==> src/rtl/pc_sequencer.sv <==
// Program counter sequencer: boot/fetch/exception FSM that drives the fetch address and PC mux select.
// Optional misaligned-branch trapping is compiled in with `define PC_SEQ_MISALIGN_CHECK_EN.
module pc_sequencer #(
    parameter int                  PC_SIZE    = 32,
    parameter logic [PC_SIZE-1:0]  RESET_PC   = 32'h0000_0000,
    parameter logic [PC_SIZE-1:0]  EXC_VECTOR = 32'h0000_0100
) (
    input  logic               i_clk,
    input  logic               i_rst,
    input  logic               i_stall,
    input  logic               i_fetch_ack,
    input  logic               i_branch_taken,
    input  logic [PC_SIZE-1:0] i_branch_target,
    input  logic               i_exception,
    input  logic               i_eret,
    output logic [PC_SIZE-1:0] o_pc,
    output logic               o_fetch_req,
    output logic [1:0]         o_pc_select,
    output logic [PC_SIZE-1:0] o_exc_addr,
    output logic [PC_SIZE-1:0] o_epc,
    output logic               o_in_exception,
    output logic               o_misalign
);

    typedef enum logic [1:0] {
        S_BOOT  = 2'd0,
        S_FETCH = 2'd1,
        S_EXC   = 2'd2
    } state_t;

    localparam logic [1:0] SEL_SEQ = 2'b00;
    localparam logic [1:0] SEL_IMM = 2'b01;
    localparam logic [1:0] SEL_EXC = 2'b10;

    state_t             state_reg;
    logic [PC_SIZE-1:0] pc_reg;
    logic [PC_SIZE-1:0] epc_reg;
    logic               misalign_reg;

    logic advance;
    logic exc_entry;
    logic eret_accept;
    logic branch_accept;
    logic misalign_trap;

    always_comb begin
        advance       = i_fetch_ack && !i_stall;
        eret_accept   = (state_reg == S_EXC) && i_eret && advance;
        branch_accept = (state_reg != S_BOOT) && i_branch_taken && advance &&
                        !eret_accept && !((state_reg == S_FETCH) && i_exception);
`ifdef PC_SEQ_MISALIGN_CHECK_EN
        misalign_trap = branch_accept && i_branch_target[0];
`else
        misalign_trap = 1'b0;
`endif
        // A misaligned branch in S_FETCH is promoted to a full exception entry.
        exc_entry = (state_reg == S_FETCH) && (i_exception || misalign_trap);
    end

    always_comb begin
        o_pc_select = SEL_SEQ;
        if (state_reg != S_BOOT) begin
            if (exc_entry || eret_accept)
                o_pc_select = SEL_EXC;
            else if (i_branch_taken)
                o_pc_select = SEL_IMM;
        end
    end

    always_ff @(posedge i_clk) begin
        if (i_rst) begin
            state_reg    <= S_BOOT;
            pc_reg       <= RESET_PC;
            epc_reg      <= '0;
            misalign_reg <= 1'b0;
        end else begin
            misalign_reg <= misalign_trap;
            case (state_reg)
                S_BOOT: begin
                    state_reg <= S_FETCH;
                end
                S_FETCH: begin
                    if (exc_entry) begin
                        epc_reg   <= pc_reg;
                        pc_reg    <= EXC_VECTOR;
                        state_reg <= S_EXC;
                    end else if (branch_accept) begin
                        pc_reg <= i_branch_target;
                    end else if (advance) begin
                        pc_reg <= pc_reg + PC_SIZE'(4);
                    end
                end
                S_EXC: begin
                    if (eret_accept) begin
                        pc_reg    <= epc_reg;
                        state_reg <= S_FETCH;
                    end else if (branch_accept) begin
                        // Misaligned targets cannot nest a trap here, so the PC simply holds.
                        if (!misalign_trap)
                            pc_reg <= i_branch_target;
                    end else if (advance) begin
                        pc_reg <= pc_reg + PC_SIZE'(4);
                    end
                end
                default: begin
                    state_reg <= S_BOOT;
                end
            endcase
        end
    end

    assign o_pc           = pc_reg;
    assign o_epc          = epc_reg;
    assign o_in_exception = (state_reg == S_EXC);
    assign o_fetch_req    = (state_reg != S_BOOT) && !i_stall;
    assign o_exc_addr     = (state_reg == S_EXC) ? epc_reg : EXC_VECTOR;
`ifdef PC_SEQ_MISALIGN_CHECK_EN
    assign o_misalign     = misalign_reg;
`else
    assign o_misalign     = 1'b0;
    logic unused_misalign;
    assign unused_misalign = misalign_reg;
`endif

endmodule

==> config.mk <==
export PLATFORM = sky130hd
export DESIGN_NAME = pc_sequencer
export DESIGN_NICKNAME = d
export VERILOG_FILES = /design/src/rtl/pc_sequencer.sv
export SDC_FILE = /design/constraint.sdc
export NUM_CORES = 1
export LEC_CHECK = 0
export CAP_MARGIN = 20
export CORE_MARGIN = 2
export CORE_UTILIZATION = 42
export CTS_BUF_LIST = sky130_fd_sc_hd__clkbuf_8
export DETAILED_ROUTE_END_ITERATION = 10
export HOLD_SLACK_MARGIN = 0.1
export PLACE_DENSITY_LB_ADDON = 0.05
export SYNTH_ARGS = -nofsm -noshare
export SYNTH_HDL_FRONTEND = slang
export SYNTH_SLANG_ARGS = --single-unit
==> constraint.sdc <==
create_clock -name i_clk -period 2.4 [get_ports i_clk]
set_clock_uncertainty 0.1 [all_clocks]
set_input_delay 0.48 -clock i_clk [delete_from_list [all_inputs] [get_ports i_clk]]
set_output_delay 0.48 -clock i_clk [all_outputs]
set_load 0.1 [all_outputs]
### Word-level counts from Yosys, hierarchy flattened

Cells that the tools add are included.

* register bits after elaboration: 66
* input port bits: 39
* output and inout port bits: 101
* logic and storage cells: 38

* $add $sub $neg: 1
* eq/ne operators: 4
* mux-type cells: 12
* reduce and logical (&&, ||, !) cells: 18

Operators by type and width (count)
* 32-bit 2-to-1 mux: 5
* 32-bit one-hot mux with 2 select lines: 1
* 32-bit by 3-bit adder with 32-bit output, second input constant: 1
* 1-bit logical AND: 9
* 2-bit 2-to-1 mux: 4
* 2-bit one-hot mux with 3 select lines: 1
* 2-bit AND reduction: 2
* 2-bit nonzero test: 2
* 1-bit logical NOT: 3
* 2-bit by 1-bit == test with 1-bit output, second input constant: 1
* 2-bit == test, second input constant: 1
* 2-bit logical NOT: 1
* 2-bit by 1-bit != test with 1-bit output, second input constant: 1
* 2-bit != test, second input constant: 1
* 1-bit logical OR: 1
* 1-bit 2-to-1 mux: 1

### Logic depth before layout (Yosys ltp)

Gate-level depths: netlist of run 1.

* word-level depth: 9
* gate-level depth with buffers: 11
* depth with buffers taken out: 8

### Worst setup path before layout of run 1

OpenSTA, ideal clock, no wires.

* path type: register to register
* from: register state_reg[0]
* to: register pc_reg[2], in the netlist o_pc[2]
* setup time: 0.132 ns
* arrival time: 4.409 ns
* data required time: 2.168 ns
* path slack: -2.241 ns
* stages on the path, launching flop included: 9
* path buffers: 1
* clock period less this slack: 4.641 ns
* cells stage by stage: dfxtp_1 > inv_1 > ha_1 > and4b_1 > clkbuf_1 > nor3_1 > o311ai_0 > a221oi_1 > nor3_1

* word-level cells in the longest chain between the ends: 9
* elaborated cells on any way between the ends: 17
* classes of those cells: eq/ne (2); mux (4); reduce/logical (11)

RTL lines
* from (decl): line 35 `state_t state_reg;`
* from (signal assigned): line 72 `state_reg <= S_BOOT;`
* from (signal assigned): line 80 `state_reg <= S_FETCH;`
* from (signal assigned): line 86 `state_reg <= S_EXC;`
* 2-bit == test *
* via o_in_exception: line 21 `output logic o_in_exception,`
* 1-bit logical AND (2 in series): line 48 `eret_accept = (state_reg == S_EXC) && i_eret && advance;`
* 1-bit logical NOT: line 50 `!eret_accept && !((state_reg == S_FETCH) && i_exception);`
* 1-bit logical AND: line 49 `branch_accept = (state_reg != S_BOOT) && i_branch_taken && advance &&`
* 1-bit logical AND: line 50
* 32-bit 2-to-1 mux: line 87 `end else if (branch_accept) begin`
* 32-bit 2-to-1 mux (on tied branches): line 94, 83
* 32-bit one-hot mux with 2 select lines: line 78 `case (state_reg)`
* to (signal assigned): line 88 `pc_reg <= i_branch_target;`
* to (signal assigned): line 90 `pc_reg <= pc_reg + PC_SIZE'(4);`
* to (signal assigned): line 95 `pc_reg <= epc_reg;`
* to (decl): line 36 `logic [PC_SIZE-1:0] pc_reg;`

The timed path passes the listed nets; every way through them passes the cells marked *.
A chain may end at the register's enable or synchronous reset.

### Final worst setup path of run 1

* from: register state_reg[0]
* to: output o_pc_select[0]

* word-level cells in the longest chain between the ends: 6
* elaborated cells on any way between the ends: 9
* classes of those cells: eq/ne (2); mux (2); reduce/logical (5)

RTL lines
* 2-bit == test: line 48
* 1-bit logical AND (2 in series): line 48
* 1-bit logical OR: line 63 `if (exc_entry || eret_accept)`
* 2-bit 2-to-1 mux: line 63
* 2-bit 2-to-1 mux *: line 62 `if (state_reg != S_BOOT) begin`
* to (decl): line 18 `output logic [1:0] o_pc_select,`

Mark *: on every way between the ends. The rest lies on a longest branch, timed or not.

==> results.py, run 1 <==
metrics = {
    "run_status": {
        "status": "complete, no violations",
    },
    "critical_path": {
        "crit_chain": "inv_2 > ha_4 > and4b_1 > buf_12 > nor3_4 > buf_12",
        "cpLargestDelayFamily": "buffers and inverters",
        "worstSetupPathType": "reg -> out",
        "r2r_cells": 9,
        "required_ns": 1.82,
        "path_buf_inv": 3,
        "worstPathArrival_ns": 1.72,
        "timing.rr.start": "state_reg[1]",
        "slowest_delay_ns": 0.37,
        "cp-endpoint": "o_pc_select[0]",
        "path_max_fanout": 13,
        "regToRegEndpoint": "o_pc[19]",
        "r2r_slack_ns": 0.29,
        "cpMostUsedCell": "buf_12",
        "worstSetupPathDepth": 6,
        "worstSetupStartpointType": "flip-flop",
        "cp-end-kind": "primary output",
        "critPathLaunch": "state_reg[0]",
        "slowest_stage": "dfxtp_4",
    },
    "drt": {
        "routed_wl_mm": 13.0,
        "dr.pass1.iters": 6,
        "vias_per_cell": 5.64,
        "wl_per_cell_um": 16.4,
        "postRouteAntennaNets": 0,
        "vias": 4473,
        "drt_iter0_drc": 183,
        "drc": 0,
    },
    "power_and_ir_drop": {
        "comb_power_share": 0.611,
        "power.density_mw_per_mm2": 1160,
        "p_leak_nw": 2.42,
        "ir_drop_mv": 0.857,
        "clockPowerShare": 0.144,
        "power_mw": 7.13,
        "netSwitchingPower_mw": 3.91,
        "p_int_mw": 3.22,
        "p_seq_frac": 0.245,
        "switching_share": 0.548,
    },
    "timing": {
        "relSlewSlack": 0.655,
        "setup_viol": 0,
        "fin_hold_ws_ns": 0.384,
        "max_freq_ghz": 0.434,
        "worst_pin_slew_ns": 0.517,
        "period_minus_slack_ns": 2.30,
        "fin_crit_sh": 0.960,
        "finalSetupTns_ns": 0,
        "final_max_slew_viol_count": 0,
        "final_hold_viol_count": 0,
        "rsz0062_at_grt": "false",
    },
    "final_layout": {
        "fin_nets": 721,
        "fillers": 764,
        "drive_gt1_frac": 0.337,
        "stdcell_count": 793,
        "diodes": 0,
        "utilization": 0.671,
        "area_growth_pct": 56.5,
    },
    "synthesis": {
        "synth_top_flop_cell": "dfxtp_1",
        "synth.most_common_cell": "nand2_1",
        "yosys_register_bits": 66,
        "synth_top_area_frac": 0.337,
        "synthTopCellsByArea": "dfxtp_1 34%, nand2_1 9.4%, a21oi_1 8.9%",
        "synthTopCellsByCount": "98 x nand2_1, 70 x a21oi_1, 66 x dfxtp_1, 47 x nor2_1, 34 x and2_1",
        "syn_avg_cell_area_um2": 7.36,
        "syn_area_mm2": 0.00393,
        "synth_nets": 577,
        "ys_types": 53,
        "synth_edf_count": 0,
        "synth.largest_area_cell": "dfxtp_1",
        "syn_inst": 533,
        "synth_async_sr_flop_share": 0,
        "synth_warnings": 0,
        "ys_seq_area_frac": 0.337,
    },
    "placement": {
        "io_buffers": 138,
        "place_hpwl_mm": 9.42,
        "gp_congestion": 0.884,
        "dp_cells": 775,
    },
    "floorplanning": {
        "io_pins": 140,
        "die_area_mm2": 0.0101,
        "fp.dieW_um": 101,
        "design.core.area_mm2": 0.00915,
        "die_y_um": 101,
        "initial_core_util": 0.429,
        "row_count": 35,
    },
    "grt": {
        "gr-total-overflow": 0,
        "grt_util_all_layers": 0.262,
        "antenna_found_initial": 0,
        "grt_pass1_vias": 4320,
        "grt_pass1_wl_mm": 21.3,
        "grt_max_degree": 51,
    },
    "cts": {
        "cts_tree": "done",
        "clockBufferDepth": 2,
        "cts_num_sinks": 66,
        "cts_made_buffers": 9,
        "clkTransAtPathRegs_ns": 0.08,
        "clkLatencyLatePin_ns": 0.36,
        "h-tree-depth": 3,
        "cts-root-buf": "clkbuf_8",
    },
    "run": {
        "maxCapViolCount": 0,
    },
    "worst_hold_path": {
        "hp-class": "reg -> reg",
    },
}
-- worst min-delay path by stage --
| stage | startpoint | end | cells past startpoint |
|---|---|---|---|
| 2_1_floorplan | state_reg[0] | state_reg[0] | 2 |
| 6_report | o_pc[19] | o_epc[19] | 2 |
| 3_3_place_gp | o_pc[19] | o_epc[19] | 2 |
| 4_1_cts | o_pc[19] | o_epc[19] | 2 |
| 5_1_grt | o_pc[19] | o_epc[19] | 2 |
| 3_5_place_dp | o_pc[19] | o_epc[19] | 2 |
-- through the flow --
stage,area [um^2],worst slack (ns)
detailed placement,5880,-0.194
global placement,5880,-0.196
floorplan,4050,-0.112
CTS,6100,-0.0252
finish,6140,0.0954
global route,6140,0.0206
-- worst register-to-register path: cells and delay by family, from the launching register on --
family,cells,cell delay [ns]
and+or+nand+nor,1,0.18
adders and majority gates,1,0.19
AOI/OAI and AO/OA,5,0.88
DFF,1,0.36
buffers and inverters,2,0.32
-- power by group through the flow --
stage          Clock, mW  Combinational (mW)  Sequential [mW]
6_report            1.02                4.36             1.75
5_1_grt             1.07                4.63             1.79
4_1_cts             1.03                4.31             1.74
3_5_place_dp           0                4.29             1.76
3_3_place_gp           0                4.22             1.75
2_1_floorplan          0                1.87             3.07
-- logic make-up after synthesis --
| kind of cell | Yosys count | synth area share |
|---|---|---|
| compound gates | 148 | 0.234 |
| xor+xnor | 20 | 0.0446 |
| fa+ha+maj | 5 | 0.0159 |
| buf+inv | 49 | 0.0532 |
| flops | 66 | 0.337 |
| mux | 2 | 0.00510 |
| other cells | 1 | 0.000955 |
| simple gates | 242 | 0.310 |
-- cells in the final DEF, fill, tap and decap left out, types with 18 or more instances in the layout --
| cell type | instances |
|---|---|
| a211oi_1 | 22 |
| nand2_1 | 98 |
| clkdlybuf4s50_1 | 34 |
| dfxtp_2 | 18 |
| nor2_1 | 46 |
| dfxtp_1 | 44 |
| and2_2 | 31 |
| a21oi_1 | 69 |
| buf_12 | 39 |
| buf_4 | 100 |
-- routing by layer --
metal	vias to the layer above	part of all wire	track usage
met3	21	0.082	0.0479
met1	2091	0.43	0.338
li1	2163	-	-
met2	198	0.47	0.433
met5	-	0	0
met4	0	0.019	0.102
-- area by class of cell --
cell class,instances,area [um^2],share of cell area
tap,111,139,0.0226
sequential,66,1360,0.221
timing repair buffer,177,1910,0.312
clock inverter,7,87.6,0.0143
clock buffer,9,124,0.0202
inverter,5,18.8,0.00306
multi-input combinational,418,2500,0.407
-- what timing repair did --
item / 4_1_cts / 5_1_grt
hold buffers: 0 / 0
resized for setup: 4 / 9
setup buffers: 1 / 1
endpoints found under the setup margin: 2 / 3
pin swaps: 1 / 2
No activity file was read; power rests on OpenSTA's default activity.
==> run 2: changes to the inputs <==
Settings changed: CAP_MARGIN 20 to default, CORE_MARGIN 2 to 1.5, PLACE_DENSITY from default to 0.86, PLACE_DENSITY_LB_ADDON 0.05 to default.
==> run 2 against run 1 <==
Net effect: sequential cell count unchanged; clock power shrank 19%; combinational power is essentially flat; largest cell class unchanged.
==> results.py, run 2 (synthesis results as in run 1) <==
metrics = {
    "critical_path": {
        "slowest_stage": "dfxtp_2",
        "timing.rr.start": "state_reg[0]",
        "cp-end-kind": "primary output",
        "worstSetupStartpointType": "flip-flop",
        "critPathLaunch": "state_reg[0]",
        "slowest_delay_ns": 0.37,
        "required_ns": 1.82,
        "worstPathArrival_ns": 1.74,
        "path_buf_inv": 2,
        "cpLargestDelayFamily": "simple AND/OR/NAND/NOR gates",
        "path_max_fanout": 20,
        "worstSetupPathType": "reg -> out",
        "r2r_slack_ns": 0.19,
        "r2r_cells": 8,
        "crit_chain": "inv_2 > ha_4 > and4b_2 > nor3_4 > buf_12",
        "regToRegEndpoint": "o_pc[19]",
    },
    "floorplanning": {
        "initial_core_util": 0.429,
        "die_y_um": 99.7,
        "row_count": 35,
        "design.core.area_mm2": 0.00915,
        "io_pins": 140,
        "die_area_mm2": 0.00993,
        "fp.dieW_um": 99.7,
    },
    "final_layout": {
        "stdcell_count": 791,
        "final_common_cell": "nand2_1",
        "fin_nets": 720,
        "diodes": 0,
        "seq_area_mm2": 0.00136,
        "drive_gt1_frac": 0.340,
        "fillers": 694,
        "multiInputGateArea_mm2": 0.00249,
        "final_cell_mix": "98 x nand2_1, 96 x buf_4, 69 x a21oi_1",
        "area_growth_pct": 55.2,
    },
    "grt": {
        "antenna_found_initial": 0,
        "grt_max_degree": 51,
        "grt_pass1_wl_mm": 21.6,
        "gr-total-overflow": 0,
        "grt_pass1_vias": 4555,
        "grt_util_all_layers": 0.271,
    },
    "placement": {
        "gp_congestion": 0.938,
        "place_hpwl_mm": 9.71,
        "io_buffers": 138,
        "dp_cells": 775,
    },
    "timing": {
        "relSlewSlack": 0.429,
        "fin_hold_ws_ns": 0.391,
        "final_hold_viol_count": 0,
        "finalSetupTns_ns": 0,
        "max_freq_ghz": 0.431,
        "final_max_slew_viol_count": 0,
        "rsz0062_at_grt": "false",
        "setup_viol": 0,
        "fin_crit_sh": 0.967,
        "worst_pin_slew_ns": 0.856,
        "period_minus_slack_ns": 2.32,
    },
    "drt": {
        "drt_iter0_drc": 246,
        "routed_wl_mm": 13.4,
        "drc": 0,
        "wl_per_cell_um": 17.0,
        "postRouteAntennaNets": 0,
        "vias_per_cell": 5.84,
        "dr.pass1.iters": 5,
        "vias": 4617,
    },
    "cts": {
        "h-tree-depth": 3,
        "cts_hold_buf": 0,
        "cts_tree": "done",
        "clkLatencyLatePin_ns": 0.34,
        "clkTransAtPathRegs_ns": 0.07,
        "cts_made_buffers": 9,
        "cts-root-buf": "clkbuf_8",
        "clockBufferDepth": 2,
        "cts_num_sinks": 66,
    },
    "worst_hold_path": {
        "holdPathEnd": "o_epc[9]",
        "hp-class": "reg -> reg",
        "worstHoldStart": "o_epc[9]",
        "hold_path_depth": 2,
    },
    "power_and_ir_drop": {
        "p_leak_nw": 2.38,
        "ir_drop_mv": 0.627,
        "power_mw": 6.96,
        "power.density_mw_per_mm2": 1140,
    },
    "run_status": {
        "status": "complete, no violations",
    },
    "run": {
        "maxCapViolCount": 0,
    },
}
[run 2: layer usage]
| layer | track usage | vias up | share of wire |
|---|---|---|---|
| li1 | - | 2153 | - |
| met1 | 0.320 | 2150 | 0.38 |
| met2 | 0.466 | 284 | 0.50 |
| met3 | 0.0576 | 30 | 0.089 |
| met4 | 0.131 | 0 | 0.024 |
| met5 | 0 | - | 0 |
[run 2: area by class of cell]
| class | count | area share |
|---|---|---|
| multi-input combinational | 418 | 0.409 |
| timing repair buffer | 176 | 0.314 |
| sequential | 66 | 0.223 |
| clock buffer | 11 | 0.0249 |
| tap | 111 | 0.0228 |
| clock inverter | 4 | 0.00308 |
| inverter | 5 | 0.00308 |
[run 2: worst max path at each step]
stage | depth (start not counted) | end
floorplan | 8 | o_pc[2]
global placement | 9 | o_pc[19]
detailed placement | 9 | o_pc[19]
CTS | 6 | o_pc_select[0]
global route | 6 | o_pc_select[0]
finish | 5 | o_pc_select[0]
[run 2: repair_timing]
action | in CTS | in global routing
endpoints found under the hold margin | 0 | 0
gates resized for setup | 2 | 12
endpoints found under the setup margin | 2 | 10
buffers inserted | 1 | 0
pin swaps | 1 | 2
[run 2: power by group]
part           internal, mW  switching (mW)
Combinational          1.26            3.12
Clock                 0.416           0.413
Sequential             1.36           0.393
Total                  3.03            3.92
[run 2: tightest hold or removal path: stages (launching register included)]
cell and delay [ns]:
dfxtp_1 0.33, nand2_1 0.06, a21oi_1 0.05
[run 2: per-stage QoR]
stage / setup slack [ns] / area (um^2) / util
after floorplan: -0.112 / 4050 / -
final: 0.0789 / 6090 / 0.666
after global routing: 0.00935 / 6090 / 0.666
after detailed placement: -0.292 / 5880 / 0.642
after CTS: -0.0517 / 6060 / 0.662
after global placement: -0.0985 / 5880 / 0.642
